===== src/rtl/color_sensor_apb_regs.sv =====
// ---------------------------------------------------------------------------
// color_sensor_apb_regs
//   APB register block for an RGB colour sensor front end.
//
//   Register map (paddr[7:0]; upper address bits are ignored):
//     0x00 CTRL    RW  bit0 EN, bits[15:8] THRESH
//     0x04 STATUS  RO  bit0 VALID, bit1 OVF, bit2 OVER_THR
//     0x08 DATA    RO  {8'h00, R, G, B}
//     0x0C IRQ_EN  RW  bit0 VALID, bit1 OVF, bit2 OVER_THR
//                      (present only when COLOR_REGS_IRQ_EN is defined)
//
//   Optional feature macro: COLOR_REGS_IRQ_EN adds IRQ_EN and irq_o.
//
//   Ports:
//     clk, rst_n          clock (rising edge), async active-low reset
//     paddr .. pslverr    APB slave
//     smp_valid_i         one-cycle sample strobe
//     smp_r/g/b_i         sample channels, qualified by smp_valid_i
//     sensor_en_o         CTRL.EN
//     irq_o               level interrupt (macro only)
//     dbg_state_o         current bus FSM state (IDLE=0, SETUP=1, ACCESS=2)
//
//   Handshake: a transfer is one SETUP-state cycle followed by ACCESS-state
//   cycles; the master holds psel/penable/paddr/pwrite/pwdata stable until
//   it sees pready=1, and the transfer (including any write commit and any
//   read side effect) completes on the rising edge that ends that cycle.
//   Dropping psel at any time abandons the transfer.
// ---------------------------------------------------------------------------
module color_sensor_apb_regs #(
  parameter int APB_AW      = 32,
  parameter int APB_DW      = 32,
  parameter int WAIT_STATES = 1
) (
  input  logic              clk,
  input  logic              rst_n,
  input  logic [APB_AW-1:0] paddr,
  input  logic              psel,
  input  logic              penable,
  input  logic              pwrite,
  input  logic [APB_DW-1:0] pwdata,
  output logic [APB_DW-1:0] prdata,
  output logic              pready,
  output logic              pslverr,
  input  logic              smp_valid_i,
  input  logic [7:0]        smp_r_i,
  input  logic [7:0]        smp_g_i,
  input  logic [7:0]        smp_b_i,
  output logic              sensor_en_o,
`ifdef COLOR_REGS_IRQ_EN
  output logic              irq_o,
`endif
  output logic [1:0]        dbg_state_o
);

  typedef enum logic [1:0] {
    ST_IDLE   = 2'd0,
    ST_SETUP  = 2'd1,
    ST_ACCESS = 2'd2
  } state_t;

  state_t            state_q, state_d;
  logic [3:0]        cnt_q, cnt_d;
  logic [APB_DW-1:0] prdata_q, prdata_d;
  logic              err_q, err_d;
  logic              en_q, en_d;
  logic [7:0]        thresh_q, thresh_d;
  logic [23:0]       data_q, data_d;
  logic              valid_q, valid_d;
  logic              ovf_q, ovf_d;
  logic              ovr_q, ovr_d;

  logic        hit_ctrl, hit_status, hit_data, hit_irq, bad_access;
  logic [31:0] rd_word;
  logic        done, commit, data_rd_done, status_rd_done, smp_cap, smp_over;

`ifdef COLOR_REGS_IRQ_EN
  logic [2:0] irq_en_q, irq_en_d;
  logic       irq_q, irq_d;
`endif

  // Bits never consumed by the register map.
  logic unused_bits;
  assign unused_bits = ^{paddr, pwdata};

  always_comb begin
    hit_ctrl   = (paddr[7:0] == 8'h00);
    hit_status = (paddr[7:0] == 8'h04);
    hit_data   = (paddr[7:0] == 8'h08);
`ifdef COLOR_REGS_IRQ_EN
    hit_irq    = (paddr[7:0] == 8'h0C);
`else
    hit_irq    = 1'b0;
`endif
    // Unmapped offsets and writes to read-only registers are errors.
    bad_access = !(hit_ctrl | hit_status | hit_data | hit_irq) |
                 (pwrite & (hit_status | hit_data));

    rd_word = 32'h0;
    if (hit_ctrl)   rd_word = {16'h0, thresh_q, 7'h0, en_q};
    if (hit_status) rd_word = {29'h0, ovr_q, ovf_q, valid_q};
    if (hit_data)   rd_word = {8'h00, data_q};
`ifdef COLOR_REGS_IRQ_EN
    if (hit_irq)    rd_word = {29'h0, irq_en_q};
`endif
  end

  // Bus FSM and wait counter.
  always_comb begin
    state_d  = state_q;
    cnt_d    = cnt_q;
    prdata_d = prdata_q;
    err_d    = err_q;
    done     = (state_q == ST_ACCESS) && (cnt_q == 4'd0);

    case (state_q)
      ST_IDLE: begin
        if (psel && !penable) state_d = ST_SETUP;
      end
      ST_SETUP: begin
        cnt_d = 4'(WAIT_STATES);
        if (!psel) begin
          state_d = ST_IDLE;
        end else if (penable) begin
          state_d = ST_ACCESS;
          // Read data is snapshotted here so it stays stable while waiting.
          prdata_d        = '0;
          prdata_d[31:0]  = (pwrite || bad_access) ? 32'h0 : rd_word;
          err_d           = bad_access;
        end
      end
      ST_ACCESS: begin
        if (!psel || done) begin
          state_d = ST_IDLE;
        end else if (cnt_q != 4'd0) begin
          cnt_d = cnt_q - 4'd1;
        end
      end
      default: state_d = ST_IDLE;
    endcase
  end

  assign pready      = done;
  assign pslverr     = (state_q == ST_ACCESS) ? (done & err_q) : 1'b0;
  assign prdata      = (state_q == ST_ACCESS) ? prdata_q : '0;
  assign sensor_en_o = en_q;
  assign dbg_state_o = state_q;

  // Register updates and sample capture.
  always_comb begin
    en_d     = en_q;
    thresh_d = thresh_q;
    data_d   = data_q;
    valid_d  = valid_q;
    ovf_d    = ovf_q;
    ovr_d    = ovr_q;
`ifdef COLOR_REGS_IRQ_EN
    irq_en_d = irq_en_q;
`endif

    commit         = done && psel && penable && pwrite && !err_q;
    data_rd_done   = done && psel && penable && !pwrite && !err_q && hit_data;
    status_rd_done = done && psel && penable && !pwrite && !err_q && hit_status;
    smp_cap        = smp_valid_i && en_q;
    smp_over       = (smp_r_i > thresh_q) || (smp_g_i > thresh_q) ||
                     (smp_b_i > thresh_q);

    if (commit && hit_ctrl) begin
      en_d     = pwdata[0];
      thresh_d = pwdata[15:8];
    end
`ifdef COLOR_REGS_IRQ_EN
    if (commit && hit_irq) irq_en_d = pwdata[2:0];
`endif

    if (data_rd_done)   valid_d = 1'b0;
    if (status_rd_done) ovf_d   = 1'b0;

    if (smp_cap) begin
      data_d  = {smp_r_i, smp_g_i, smp_b_i};
      valid_d = 1'b1;
      ovr_d   = smp_over;
      // A sample landing on the completing DATA read replaces, not overruns.
      if (valid_q && !data_rd_done) ovf_d = 1'b1;
    end
  end

`ifdef COLOR_REGS_IRQ_EN
  assign irq_d = |({ovr_q, ovf_q, valid_q} & irq_en_q);
  assign irq_o = irq_q;
`endif

  always_ff @(posedge clk or negedge rst_n) begin
    if (!rst_n) begin
      state_q  <= ST_IDLE;
      cnt_q    <= 4'd0;
      prdata_q <= '0;
      err_q    <= 1'b0;
      en_q     <= 1'b0;
      thresh_q <= 8'h00;
      data_q   <= 24'h0;
      valid_q  <= 1'b0;
      ovf_q    <= 1'b0;
      ovr_q    <= 1'b0;
`ifdef COLOR_REGS_IRQ_EN
      irq_en_q <= 3'b0;
      irq_q    <= 1'b0;
`endif
    end else begin
      state_q  <= state_d;
      cnt_q    <= cnt_d;
      prdata_q <= prdata_d;
      err_q    <= err_d;
      en_q     <= en_d;
      thresh_q <= thresh_d;
      data_q   <= data_d;
      valid_q  <= valid_d;
      ovf_q    <= ovf_d;
      ovr_q    <= ovr_d;
`ifdef COLOR_REGS_IRQ_EN
      irq_en_q <= irq_en_d;
      irq_q    <= irq_d;
`endif
    end
  end

endmodule


===== config.mk =====
export PLATFORM = sky130hd
export DESIGN_NAME = color_sensor_apb_regs
export DESIGN_NICKNAME = d
export VERILOG_FILES = /design/src/rtl/color_sensor_apb_regs.sv
export SDC_FILE = /design/constraint.sdc
export NUM_CORES = 1
export LEC_CHECK = 0
export BUFFER_PORTS_ARGS = -buffer_cell sky130_fd_sc_hd__buf_2
export CORE_ASPECT_RATIO = 1.2
export CORE_MARGIN = 2
export CORE_UTILIZATION = 40
export DETAILED_ROUTE_END_ITERATION = 8
export PLACE_DENSITY = 0.67
export SETUP_SLACK_MARGIN = 0.2
export SYNTH_ARGS = -nofsm -noshare
export SYNTH_HDL_FRONTEND = slang
export SYNTH_SLANG_ARGS = --single-unit

===== constraint.sdc =====
create_clock -name clk -period 3.3 [get_ports clk]
set_input_delay 0.165 -clock clk [delete_from_list [all_inputs] [get_ports clk]]
set_output_delay 0.165 -clock clk [all_outputs]
set_load 0.01 [all_outputs]

==> metrics.cfg <==
[outcome]
status=finished, final reports clean

[sta]
rsz0062_at_grt=false
drv_slew=0
final.setup.tns_ns=0
fmax_ghz=0.434
hold_violations=0
post-route-min-period_ns=2.30
setup_viol=0
finalWorstSetupSlack_ns=0.998
relSlewSlack=0.238
worst_slew_pin_slew_ns=1.14
finClkSkew_ns=0.00654
period_share=0.698

[cts]
ctsLongestPathBuffers=2
ctsHoldBuffers=0
cts_inserted_buffers=9
cts_setup_buffers=0
h-tree-depth=3
post_cts_resized=0
cts_root_buf=clkbuf_8
clk_pin_slew_ns=0.07
cts.sinks=67
cts_tree=built
insertion_delay_ns=0.33

[placement]
io_buffers=75
dp.cells=513
dpl_cell_area_sq_mm=0.00407
routabilityCongestion=0.789
dp_slack_ns=0.993
dp_hpwl_microns=5890

[power_and_ir_drop]
vdd.ir_drop.worst_mv=0.134
power_density_mw_per_mm2=423
power_mw=1.81
p_leak_nw=2.33

[critical_path]
worstPathRequired_ns=3.52
cp.buffers_inverters=3
reg2regPathDepth=8
cpMaxStageDelayCell=dfrtp_1
crit_type=reg -> reg
crit_chain=inv_1, ha_1, buf_4, and4bb_4, nand4b_4, nor3_4, buf_4, mux2_4
cp-start-kind=register
cp.depth=8
worstPathMaxFanout=29
crit_family=simple AND/OR/NAND/NOR gates
crit_top_cell=buf_4
crit_arrival_ns=2.53
crit_path_end_kind=register
cpPeakStageDelay_ns=0.42

[routing]
wirelength_microns=7800
via_count=2673
vias_per_cell=5.05
routedWlPerCell_microns=14.8
dr.pass1.iters=4
drtIter0Drc=106
drc=0
ant_nets=0

[floorplanning]
dieHeight_microns=109
core_area_sq_mm=0.00894
die_width_microns=91.1
rows=38
pin_count=131
dieArea_sq_mm=0.00989
start_util=0.408

[grt]
antenna_found_initial=0
gr-total-overflow=0
grt_pass1_vias=2755
grt_first_pass_wirelength_microns=12900
grt_max_degree=50
grt_usage=0.165

[layout]
diodes=0
mostFrequentLayoutCell=buf_2
fin_area_sq_mm=0.00427
area_growth_pct=17.1
final_cell_mix=buf_2 (75), dfrtp_1 (67), ha_1 (29)
nNetsFinal=527
drive_gt1_frac=0.325
stdcell_count=529
fillers=860

[yosys]
ys.flop_type=dfrtp_1
seq_area_frac_synth=0.460
async_flop_share=1.00
synth_top_cell_area_share=0.460
syn_area_sq_mm=0.00364
synth_top_cells_by_area=dfrtp_1 (46%), ha_1 (10%), mux2_2 (6.5%)
yosys_warnings=0
synth_edf_count=0
ys_ff_latch=67
yosys.area.top_type=dfrtp_1
synthDistinctLibCells=45
avgSynthCellArea_sq_um=11.1
syn_inst=327

[flow_run]
drv_cap=0

[worst_hold_path]
hp-class=in -> async

==> area by class of cell <==
class,count,area (sq um),area share
inverter,27,101,0.0238
sequential,67,1680,0.393
tap,120,150,0.0352
timing repair buffer,80,413,0.0968
clock buffer,15,186,0.0437
multi-input combinational,219,1730,0.406
clock inverter,1,5.00,0.00117
==> final timing paths <==
path	startpoint	to	slack, ns
max	dbg_state_o[0]	thresh_q[0]	1.0
min	rst_n	prdata_q[22]	0.03
max reg2reg	dbg_state_o[0]	thresh_q[0]	1.0
min reg2reg	data_q[0]	data_q[0]	0.48
max in group asynchronous	rst_n	prdata_q[13]	2.43
min in group clk	pwdata[12]	thresh_q[4]	0.03
==> layer usage <==
layer,part of all wire,track usage
met1,0.43,0.201
met2,0.51,0.289
met3,0.041,0.0167
met4,0.027,0.0887
met5,0,0
==> cells by family (layout without fill, tap and decap cells) <==
| logic type | after synthesis | in the layout | synth area share |
|---|---|---|---|
| other | 1 | 8 | 0.00103 |
| flip-flops | 67 | 67 | 0.460 |
| multiplexers | 24 | 24 | 0.0759 |
| buffers and inverters | 48 | 123 | 0.0714 |
| AO/OA/AOI/OAI | 75 | 75 | 0.146 |
| adder cells (fa/ha/maj) | 30 | 30 | 0.102 |
| AND/OR/NAND/NOR | 82 | 82 | 0.144 |
==> worst reg2reg max path, delay by kind of cell (launching register included) <==
kind | cells | cell delay (ns)
and+or+nand+nor | 3 | 0.69
DFF | 1 | 0.42
muxes | 1 | 0.32
adders and majority gates | 1 | 0.16
buffers and inverters | 3 | 0.61
==> where the power goes <==
| part | total, mW | switching [mW] | internal [mW] |
|---|---|---|---|
| Clock | 0.645 | 0.290 | 0.355 |
| Combinational | 0.292 | 0.185 | 0.107 |
| Sequential | 0.869 | 0.0232 | 0.846 |
| Total | 1.81 | 0.498 | 1.31 |
==> through the flow <==
step,util,hold WS (ns)
6_report,0.477,0.0264
5_1_grt,0.477,0.0356
4_1_cts,0.477,0.0196
3_5_place_dp,0.456,0.377
3_3_place_gp,0.456,0.372
2_1_floorplan,-,-0.131
==> synth_stat cells (2+ instances only) <==
master	number
buf_4	8
and2_1	25
o21ai_0	21
clkbuf_1	7
a21oi_1	13
a222oi_1	10
a22o_2	3
clkbuf_8	2
o31ai_1	4
dfrtp_1	67
nor4b_1	2
mux2_4	2
mux2_2	21
o211ai_1	3
ha_1	29
buf_6	4
nor2b_1	3
nor2_1	3
nor3_1	4
a22o_1	12
nand2_1	23
o21ai_2	3
nand4_1	7
nand3_1	2
nor3_4	3
inv_1	27
==> flip-flops by register name, summed over array words and instances (netlist names) <==
register,count
data_q,24
prdata_q,24
thresh_q,8
cnt_q,4
dbg_state_o,2
err_q,1
ovf_q,1
ovr_q,1
sensor_en_o,1
valid_q,1
No activity file was read; power rests on OpenSTA's default activity.
